`config.mk`:
```
export PLATFORM = sky130hd
export DESIGN_NAME = picorv32_wb_bridge_flat
export DESIGN_NICKNAME = d
export VERILOG_FILES = /design/src/rtl/picorv32_wb_bridge_pkg.sv /design/src/rtl/picorv32_wb_bridge_if.sv /design/src/rtl/picorv32_wb_bridge_bus_timeout.sv /design/src/rtl/picorv32_wb_bridge.sv /design/src/flat_wrapper.sv
export SDC_FILE = /design/constraint.sdc
export NUM_CORES = 1
export LEC_CHECK = 0
export ABC_AREA = 1
export CORE_ASPECT_RATIO = 1.25
export CORE_MARGIN = 1
export CORE_UTILIZATION = 25
export DETAILED_ROUTE_END_ITERATION = 7
export GPL_TIMING_DRIVEN = 0
export PLACE_DENSITY = 0.57
export SETUP_SLACK_MARGIN = 0.2
export SYNTH_ARGS = -nofsm -noshare
export SYNTH_HDL_FRONTEND = slang
export SYNTH_SLANG_ARGS = --single-unit
```
`constraint.sdc`:
```
create_clock -name i_clk -period 15.1 [get_ports i_clk]
set_clock_uncertainty 0.05 [all_clocks]
set_input_delay 3.02 -clock i_clk [delete_from_list [all_inputs] [get_ports i_clk]]
set_output_delay 3.02 -clock i_clk [all_outputs]
set_load 0.1 [all_outputs]
```
`src/rtl/picorv32_wb_bridge_pkg.sv`:
```
// Shared types and constants for the picorv32 -> Wishbone pipelined bridge.
package picorv32_wb_bridge_pkg;

    localparam int          TIMER_W           = 16;
    localparam logic [3:0]  SEL_ALL           = 4'hF;
    localparam logic [31:0] ERR_RDATA_DEFAULT = 32'hDEAD_BEEF;

    typedef enum logic [1:0] {
        ST_IDLE = 2'd0,
        ST_REQ  = 2'd1,
        ST_WAIT = 2'd2,
        ST_DONE = 2'd3
    } bridge_state_t;

    // Every CPU-side and Wishbone-side output lives in this one registered bundle.
    typedef struct packed {
        logic        cyc;
        logic        stb;
        logic        we;
        logic [31:0] addr;
        logic [31:0] data;
        logic [3:0]  sel;
        logic        ready;
        logic [31:0] rdata;
        logic        bus_err;
        logic [31:0] err_addr;
    } bridge_regs_t;

    localparam bridge_regs_t REGS_RESET = '0;

    // Reads fetch the whole word; writes select only the strobed bytes.
    function automatic logic [3:0] wb_sel(input logic [3:0] wstrb);
        return (|wstrb) ? wstrb : SEL_ALL;
    endfunction

endpackage

```
`src/rtl/picorv32_wb_bridge_if.sv`:
```
// Bundle of picorv32 native-memory and Wishbone signals seen by the bridge.
// The master modport is the bridge; the slave modport is the CPU plus the bus slaves.
interface picorv32_wb_bridge_if;

    logic        i_mem_valid;
    logic        i_mem_instr;
    logic [31:0] i_mem_addr;
    logic [31:0] i_mem_wdata;
    logic [3:0]  i_mem_wstrb;
    logic        o_mem_ready;
    logic [31:0] o_mem_rdata;

    logic        o_wb_cyc;
    logic        o_wb_stb;
    logic        o_wb_we;
    logic [31:0] o_wb_addr;
    logic [31:0] o_wb_data;
    logic [3:0]  o_wb_sel;
    logic        i_wb_stall;
    logic        i_wb_ack;
    logic        i_wb_err;
    logic [31:0] i_wb_data;

    logic        o_bus_err;
    logic [31:0] o_err_addr;

    modport master (
        input  i_mem_valid, i_mem_instr, i_mem_addr, i_mem_wdata, i_mem_wstrb,
        input  i_wb_stall, i_wb_ack, i_wb_err, i_wb_data,
        output o_mem_ready, o_mem_rdata,
        output o_wb_cyc, o_wb_stb, o_wb_we, o_wb_addr, o_wb_data, o_wb_sel,
        output o_bus_err, o_err_addr
    );

    modport slave (
        output i_mem_valid, i_mem_instr, i_mem_addr, i_mem_wdata, i_mem_wstrb,
        output i_wb_stall, i_wb_ack, i_wb_err, i_wb_data,
        input  o_mem_ready, o_mem_rdata,
        input  o_wb_cyc, o_wb_stb, o_wb_we, o_wb_addr, o_wb_data, o_wb_sel,
        input  o_bus_err, o_err_addr
    );

endinterface

```
`src/rtl/picorv32_wb_bridge_bus_timeout.sv`:
```
// Saturating bus-transfer timeout counter, shared by the bus masters.
// o_expired is asserted once LIMIT enabled cycles have elapsed since the last clear.
module bus_timeout
    import picorv32_wb_bridge_pkg::*;
#(
    parameter int unsigned LIMIT = 255
) (
    input  logic i_clk,
    input  logic i_reset,
    input  logic i_clear,
    input  logic i_enable,
    output logic o_expired
);

    localparam logic [TIMER_W-1:0] LIMIT_W = TIMER_W'(LIMIT);

    logic [TIMER_W-1:0] count_q;

    // NOTE: sequential state is written with <= so every flop samples pre-edge values.
    always_ff @(posedge i_clk or posedge i_reset) begin
        if (i_reset) begin
            count_q <= '0;
        end else if (i_clear) begin
            count_q <= '0;
        end else if (i_enable && (count_q != '1)) begin
            count_q <= count_q + 1'b1;
        end
    end

    assign o_expired = (count_q >= LIMIT_W);

endmodule

```
`src/rtl/picorv32_wb_bridge.sv`:
```
// picorv32 native memory port to single-master Wishbone pipelined bridge.
// One Wishbone transaction per CPU request, ended by ack, err or a bounded timeout.
module picorv32_wb_bridge
    import picorv32_wb_bridge_pkg::*;
#(
    parameter int unsigned TIMEOUT_CYCLES = 255,
    parameter logic [31:0] ERR_RDATA      = ERR_RDATA_DEFAULT
) (
    input  logic                 i_clk,
    input  logic                 i_reset,
    picorv32_wb_bridge_if.master bus
);

    bridge_state_t state_q, state_d;
    bridge_regs_t  regs_q, regs_d;
    logic          expired;

    // Fetch and data accesses are signalled identically on the bus.
    logic unused_instr;
    assign unused_instr = bus.i_mem_instr;

    bus_timeout #(
        .LIMIT(TIMEOUT_CYCLES)
    ) u_timeout (
        .i_clk    (i_clk),
        .i_reset  (i_reset),
        .i_clear  (state_q == ST_IDLE),
        .i_enable ((state_q == ST_REQ) || (state_q == ST_WAIT)),
        .o_expired(expired)
    );

    // NOTE: every variable gets a default before the case so no path can infer a latch.
    always_comb begin
        state_d         = state_q;
        regs_d          = regs_q;
        regs_d.ready    = 1'b0;
        regs_d.bus_err  = 1'b0;

        case (state_q)
            ST_IDLE: begin
                if (bus.i_mem_valid) begin
                    state_d     = ST_REQ;
                    regs_d.cyc  = 1'b1;
                    regs_d.stb  = 1'b1;
                    regs_d.we   = |bus.i_mem_wstrb;
                    regs_d.addr = bus.i_mem_addr;
                    regs_d.data = bus.i_mem_wdata;
                    regs_d.sel  = wb_sel(bus.i_mem_wstrb);
                end
            end

            ST_REQ, ST_WAIT: begin
                if (bus.i_wb_err || bus.i_wb_ack || expired) begin
                    state_d      = ST_DONE;
                    regs_d.cyc   = 1'b0;
                    regs_d.stb   = 1'b0;
                    regs_d.ready = 1'b1;
                    // err outranks ack; a timeout is only reached with neither present.
                    if (bus.i_wb_err || !bus.i_wb_ack) begin
                        regs_d.rdata    = ERR_RDATA;
                        regs_d.bus_err  = 1'b1;
                        regs_d.err_addr = regs_q.addr;
                    end else if (!regs_q.we) begin
                        regs_d.rdata = bus.i_wb_data;
                    end
                end else if ((state_q == ST_REQ) && !bus.i_wb_stall) begin
                    state_d    = ST_WAIT;
                    regs_d.stb = 1'b0;
                end
            end

            ST_DONE: begin
                state_d = ST_IDLE;
            end

            default: begin
                state_d = ST_IDLE;
            end
        endcase
    end

    always_ff @(posedge i_clk or posedge i_reset) begin
        if (i_reset) begin
            state_q <= ST_IDLE;
            regs_q  <= REGS_RESET;
        end else begin
            state_q <= state_d;
            regs_q  <= regs_d;
        end
    end

    assign bus.o_wb_cyc    = regs_q.cyc;
    assign bus.o_wb_stb    = regs_q.stb;
    assign bus.o_wb_we     = regs_q.we;
    assign bus.o_wb_addr   = regs_q.addr;
    assign bus.o_wb_data   = regs_q.data;
    assign bus.o_wb_sel    = regs_q.sel;
    assign bus.o_mem_ready = regs_q.ready;
    assign bus.o_mem_rdata = regs_q.rdata;
    assign bus.o_bus_err   = regs_q.bus_err;
    assign bus.o_err_addr  = regs_q.err_addr;

endmodule

```
`src/flat_wrapper.sv`:
```
// flat-port wrapper written by rule: the top's interface ports become plain ports
module picorv32_wb_bridge_flat import picorv32_wb_bridge_pkg::*;
#(
    parameter int unsigned TIMEOUT_CYCLES = 255,
    parameter logic [31:0] ERR_RDATA      = ERR_RDATA_DEFAULT
)
  (i_clk, i_reset, bus_i_mem_valid, bus_i_mem_instr, bus_i_mem_addr, bus_i_mem_wdata, bus_i_mem_wstrb, bus_i_wb_stall, bus_i_wb_ack, bus_i_wb_err, bus_i_wb_data, bus_o_mem_ready, bus_o_mem_rdata, bus_o_wb_cyc, bus_o_wb_stb, bus_o_wb_we, bus_o_wb_addr, bus_o_wb_data, bus_o_wb_sel, bus_o_bus_err, bus_o_err_addr);
  picorv32_wb_bridge_if bus_i ();
  input  logic i_clk;
  input  logic i_reset;
  input wire logic [$bits(bus_i.i_mem_valid)-1:0] bus_i_mem_valid;
  input wire logic [$bits(bus_i.i_mem_instr)-1:0] bus_i_mem_instr;
  input wire logic [$bits(bus_i.i_mem_addr)-1:0] bus_i_mem_addr;
  input wire logic [$bits(bus_i.i_mem_wdata)-1:0] bus_i_mem_wdata;
  input wire logic [$bits(bus_i.i_mem_wstrb)-1:0] bus_i_mem_wstrb;
  input wire logic [$bits(bus_i.i_wb_stall)-1:0] bus_i_wb_stall;
  input wire logic [$bits(bus_i.i_wb_ack)-1:0] bus_i_wb_ack;
  input wire logic [$bits(bus_i.i_wb_err)-1:0] bus_i_wb_err;
  input wire logic [$bits(bus_i.i_wb_data)-1:0] bus_i_wb_data;
  output wire logic [$bits(bus_i.o_mem_ready)-1:0] bus_o_mem_ready;
  output wire logic [$bits(bus_i.o_mem_rdata)-1:0] bus_o_mem_rdata;
  output wire logic [$bits(bus_i.o_wb_cyc)-1:0] bus_o_wb_cyc;
  output wire logic [$bits(bus_i.o_wb_stb)-1:0] bus_o_wb_stb;
  output wire logic [$bits(bus_i.o_wb_we)-1:0] bus_o_wb_we;
  output wire logic [$bits(bus_i.o_wb_addr)-1:0] bus_o_wb_addr;
  output wire logic [$bits(bus_i.o_wb_data)-1:0] bus_o_wb_data;
  output wire logic [$bits(bus_i.o_wb_sel)-1:0] bus_o_wb_sel;
  output wire logic [$bits(bus_i.o_bus_err)-1:0] bus_o_bus_err;
  output wire logic [$bits(bus_i.o_err_addr)-1:0] bus_o_err_addr;
  assign bus_i.i_mem_valid = bus_i_mem_valid;
  assign bus_i.i_mem_instr = bus_i_mem_instr;
  assign bus_i.i_mem_addr = bus_i_mem_addr;
  assign bus_i.i_mem_wdata = bus_i_mem_wdata;
  assign bus_i.i_mem_wstrb = bus_i_mem_wstrb;
  assign bus_i.i_wb_stall = bus_i_wb_stall;
  assign bus_i.i_wb_ack = bus_i_wb_ack;
  assign bus_i.i_wb_err = bus_i_wb_err;
  assign bus_i.i_wb_data = bus_i_wb_data;
  assign bus_o_mem_ready = bus_i.o_mem_ready;
  assign bus_o_mem_rdata = bus_i.o_mem_rdata;
  assign bus_o_wb_cyc = bus_i.o_wb_cyc;
  assign bus_o_wb_stb = bus_i.o_wb_stb;
  assign bus_o_wb_we = bus_i.o_wb_we;
  assign bus_o_wb_addr = bus_i.o_wb_addr;
  assign bus_o_wb_data = bus_i.o_wb_data;
  assign bus_o_wb_sel = bus_i.o_wb_sel;
  assign bus_o_bus_err = bus_i.o_bus_err;
  assign bus_o_err_addr = bus_i.o_err_addr;
  picorv32_wb_bridge #(.TIMEOUT_CYCLES(TIMEOUT_CYCLES), .ERR_RDATA(ERR_RDATA)) u_core (.i_clk(i_clk), .i_reset(i_reset), .bus(bus_i));
endmodule
```
### Yosys cells after proc, flatten, opt, wreduce, memory -nomap -nowiden

Cells that the tools add are included.
W data, S select, Z words.

* register bits: 155
* input port bits: 107
* logic and storage cells: 58

* add/subtract/negate cells: 1
* order comparisons: 1
* equality and inequality tests: 8
* mux-type cells: 17
* reduce and logical (&&, ||, !) cells: 19

Operator list (count)
* $mux W66: 2
* $mux W71: 1
* $mux W32: 2
* $mux W33: 1
* $mux W16: 2
* $add A16 B1 Y16 const B: 1
* $ge A16 B8 Y1 const B: 1
* $ne A16 B16 Y1 const B: 1
* $reduce_and A3 Y1: 4
* $mux W2: 3
* $pmux W2 S3: 1
* $eq A2 B2 Y1 const B: 2
* $logic_or A1 B1 Y1: 4
* $mux W4: 1
* $ne A2 B2 Y1 const B: 2
* $pmux W2 S2: 1
* $reduce_and A2 Y1: 2
* $reduce_bool A2 Y1: 2
* $reduce_or A4 Y1: 1
* $mux W1: 3
* $ne A3 B1 Y1 const B: 1
* $eq A2 B1 Y1 const B: 1
* $logic_and A1 B1 Y1: 2
* $logic_not A1 Y1: 2
* other kinds (3): 3

### Longest topological paths before layout

* depth in word-level cells: 5
* mapped depth: 10
* depth with buffers taken out: 9

### Cells and area by module

A second synthesis with hierarchy kept.

* cells, all modules: 730
* area total of the unflattened synthesis: 6439.9 um^2

Modules (own cells, without submodules)
* picorv32_wb_bridge: times used 1, cells an instance 582, area each 5375.2 um^2, seq. area each 3478.3 um^2
* bus_timeout: times used 1, cells an instance 148, area each 1064.8 um^2, seq. area each 400.4 um^2

### Worst setup path after synthesis

Ideal clock, no wire load.

* path kind: input -> register
* start point: input bus_i_wb_err
* end point: register u_core.regs_q (netlist bit u_core.bus.o_mem_rdata[0])
* arrival: 3.862 ns
* required time: 14.976 ns
* path slack: 11.114 ns
* stages on the path: 9
* buffers on the path: 2
* cells stage by stage: inv_1 nand2_1 o21ai_0 inv_1 nand2_2 buf_6 buf_6 nand2_2 o21ai_2

* word-level cells in the longest chain between the ends: 3
* elaborated cells on any way between the ends: 6
* those cells by class: eq/ne: 1; mux: 1; reduce/logical: 4

RTL lines
* start, declared: RTL line flat_wrapper.sv:18 `input wire logic [$bits(bus_i.i_wb_err)-1:0] bus_i_wb_err;`
* $logic_or A1 B1 Y1, on equally long branches: RTL line picorv32_wb_bridge.sv:59, picorv32_wb_bridge.sv:53
* $ne A2 B2 Y1 (no source line) or $logic_or A1 B1 Y1 (tied branches)
* $reduce_and A3 Y1 (no source line)
* end signal, assigned: RTL line picorv32_wb_bridge.sv:88 `regs_q <= regs_d;`
* end, declared: RTL line picorv32_wb_bridge.sv:15 `bridge_regs_t regs_q, regs_d;`

Several ways; a longest one is shown, not always the timed one.
A chain may end at the register's enable or synchronous reset.

### Worst setup path after layout

* start point: register u_core.regs_q (netlist bit u_core.bus.o_wb_addr[28])
* end point: output bus_o_wb_addr[28]

RTL lines
* end, declared: RTL line flat_wrapper.sv:25 `output wire logic [$bits(bus_i.o_wb_addr)-1:0] bus_o_wb_addr;`

No word-level cell between the ends.

==> impl_metrics.py <==
metrics = {
    "clock_network": {
        "cts_buffers": 17,
        "clkSinkCount": 155,
        "clk_pin_slew_ns": 0.06,
        "cts_buffer_depth": 2,
        "htree_num_levels": 4,
        "cts_resized": 0,
        "hold_buffers": 0,
        "clk_latency_ns": 0.43,
        "cts_tree": "done",
        "clockRootBuffer": "clkbuf_16",
        "post_cts_buffers": 0,
    },
    "logic_synthesis": {
        "synth-seq-cells": 155,
        "yosys.area.top_type": "dfrtp_1",
        "yosys-top-cells-count": "283 x nand2_1, 155 x dfrtp_1, 65 x o21ai_0",
        "yosys-top-cells-area": "dfrtp_1 59%, nand2_1 16%, o21ai_0 5.0%",
        "avgSynthCellArea_um2": 8.85,
        "syn_area_um2": 6560,
        "synth_compound_area_share_pct": 8.81,
        "ys.flop_type": "dfrtp_1",
        "synth-adder-area-share_pct": 1.14,
        "synth_top_family_by_area": "simple AND/OR/NAND/NOR gates",
        "syn_nets": 855,
        "synth.distinct_cells": 27,
        "async_flop_share_pct": 100,
        "synthSimpleGateAreaFrac_pct": 24.2,
        "yosysMostFrequentCell": "nand2_1",
        "synth_top_area_share_pct": 59.1,
        "synth-edff-count": 0,
        "seq_area_frac_synth_pct": 59.1,
        "synth_xor_area_share_pct": 0.667,
        "yosysWarnings": 0,
        "synthMuxAreaShare_pct": 0,
        "syn_inst": 742,
    },
    "global_routing": {
        "antenna_found_initial": 0,
        "grt_pass1_wl_mm": 31.1,
        "grt_start_max_net_pins": 101,
        "grt_pass1_vias": 5786,
        "grt-ovfl-total": 0,
        "grt_usage_pct": 14.8,
    },
    "cells_and_area": {
        "drive_above_1_share_pct": 8.75,
        "diodes": 0,
        "syn_to_final_growth_pct": 52.4,
        "nets": 1117,
        "fill_cells": 2617,
    },
    "sta": {
        "final.setup.tns_ns": 0,
        "final-setup-viol-count": 0,
        "worst_slew_pin_slew_ns": 1.07,
        "period_minus_slack_ns": 5.05,
        "slew_viol_final": 0,
        "hold_viol_final": 0,
        "rsz0062_at_grt": "no",
        "post-route-period-util_pct": 33.4,
        "fmax_ghz": 0.198,
        "max_slew_margin_pct": 28.5,
    },
    "worst_setup_path": {
        "slowest_stage": "clkdlybuf4s50_1",
        "rr_endpoint": "u_core.bus.o_wb_addr[0]",
        "cp_top_family": "buffers and inverters",
        "start_kind": "register",
        "arrival_ns": 1.98,
        "end_kind": "primary output",
        "reg2regPathDepth": 7,
        "crit_chain": "clkdlybuf4s50_1",
        "slowest_delay_ns": 1.17,
        "critPathMaxFanout": 2,
        "critical_path_buf_inv_count": 1,
        "r2r-start": "u_core.state_q[0]",
        "crit_type": "reg -> out",
        "required_ns": 12.03,
        "r2r_slack_ns": 12.92,
    },
    "floorplanning": {
        "die_y_um": 183,
        "ios": 244,
        "core_um2": 25500,
        "start_util_pct": 25.7,
        "die_area_um2": 26900,
        "die_x_um": 147,
        "rows": 65,
    },
    "hold_path": {
        "hp-class": "reg -> reg",
        "min_from": "u_core.bus.o_wb_data[1]",
        "hold_depth": 2,
        "hold_path_end": "u_core.bus.o_wb_data[1]",
    },
    "route": {
        "ant_nets": 0,
        "num_vias": 5648,
        "drt-total-wl_mm": 19.3,
        "first_pass_iters": 4,
        "vias_per_cell": 4.18,
        "drc_errors": 0,
        "drtIter0Drc": 199,
        "post_drt_wl_per_cell_um": 14.3,
    },
    "placed_design": {
        "portBuffers": 242,
        "gp_congestion": 0.816,
        "place_hpwl_mm": 14.0,
    },
    "flow_run": {
        "drv_cap": 0,
    },
    "run_status": {
        "status": "completed",
    },
}
[worst max-delay path by stage]
| stage | start | end | slack (ns) | cells past startpoint |
|---|---|---|---|---|
| 2_1_floorplan | i_reset | u_core.bus.o_bus_err | 7.85 | 1 |
| 3_3_place_gp | i_reset | u_core.bus.o_wb_data[29] | 5.33 | 2 |
| 3_5_place_dp | bus_i_mem_valid | u_core.bus.o_wb_addr[0] | 10.25 | 6 |
| 4_1_cts | u_core.bus.o_err_addr[3] | bus_o_err_addr[3] | 10.0 | 1 |
| 5_1_grt | u_core.bus.o_err_addr[3] | bus_o_err_addr[3] | 9.95 | 1 |
| 6_report | u_core.bus.o_wb_addr[28] | bus_o_wb_addr[28] | 10.05 | 1 |
[cells by family after synthesis]
logic type               count (synthesis)
AND/OR/NAND/NOR                        385
AO/OA/AOI/OAI                          102
buffers and inverters                   89
XOR/XNOR                                 5
flip-flops                             155
adder cells (fa/ha/maj)                  6
[cell usage in the layout, fill, tap and decap left out, drive strengths merged, types with 13 or more instances in the layout]
cell,instances
buf,19
clkbuf,35
clkdlybuf4s50,242
dfrtp,155
inv,59
nand2,296
nand3,13
nand4,16
nor2,56
o21ai,98
[metrics by stage]
| stage | hold WS, ns | cells | setup slack (ns) | utilization [%] | area, µm² |
|---|---|---|---|---|---|
| after CTS | 0.428 | 1352 | 10.0 | 39.2 | 10000 |
| after global routing | 0.442 | 1352 | 9.95 | 39.2 | 10000 |
| after detailed placement | 0.413 | 1320 | 10.25 | 37.0 | 9440 |
| after floorplan | 0.437 | 742 | 7.85 | - | 6560 |
| final | 0.426 | 1352 | 10.05 | 39.2 | 10000 |
| after global placement | 0.404 | 1319 | 5.33 | 36.8 | 9410 |
[state kept, by name (all words and copies together) (netlist names)]
register and count:
u_core.bus.o_err_addr 32, u_core.bus.o_mem_rdata 32, u_core.bus.o_wb_addr 32, u_core.bus.o_wb_data 32, u_core.u_timeout.count_q 16, u_core.bus.o_wb_sel 4, u_core.state_q 2, u_core.bus.o_bus_err 1
u_core.bus.o_mem_ready 1, u_core.bus.o_wb_cyc 1, u_core.bus.o_wb_stb 1, u_core.bus.o_wb_we 1
[area by class of cell]
type,count,area (µm²),area share (%)
flip-flops and latches,155,3880,38.8
repair buffers,243,2450,24.5
multi-input cells,498,2290,22.9
clock buffers,22,474,4.74
well taps,335,419,4.19
inverters,58,225,2.25
plain buffers,31,180,1.80
clock inverters,10,91.3,0.913
[per-layer routing]
layer,track usage (%),vias up,wire [µm]
li1,-,2853,-
met1,17.3,2619,7970
met2,25.1,161,9590
met3,6.02,15,1510
met4,4.00,0,216
met5,0,-,0
Power is not shown: default switching activity piles up to over one toggle a cycle in this logic, so the estimate is an artifact.
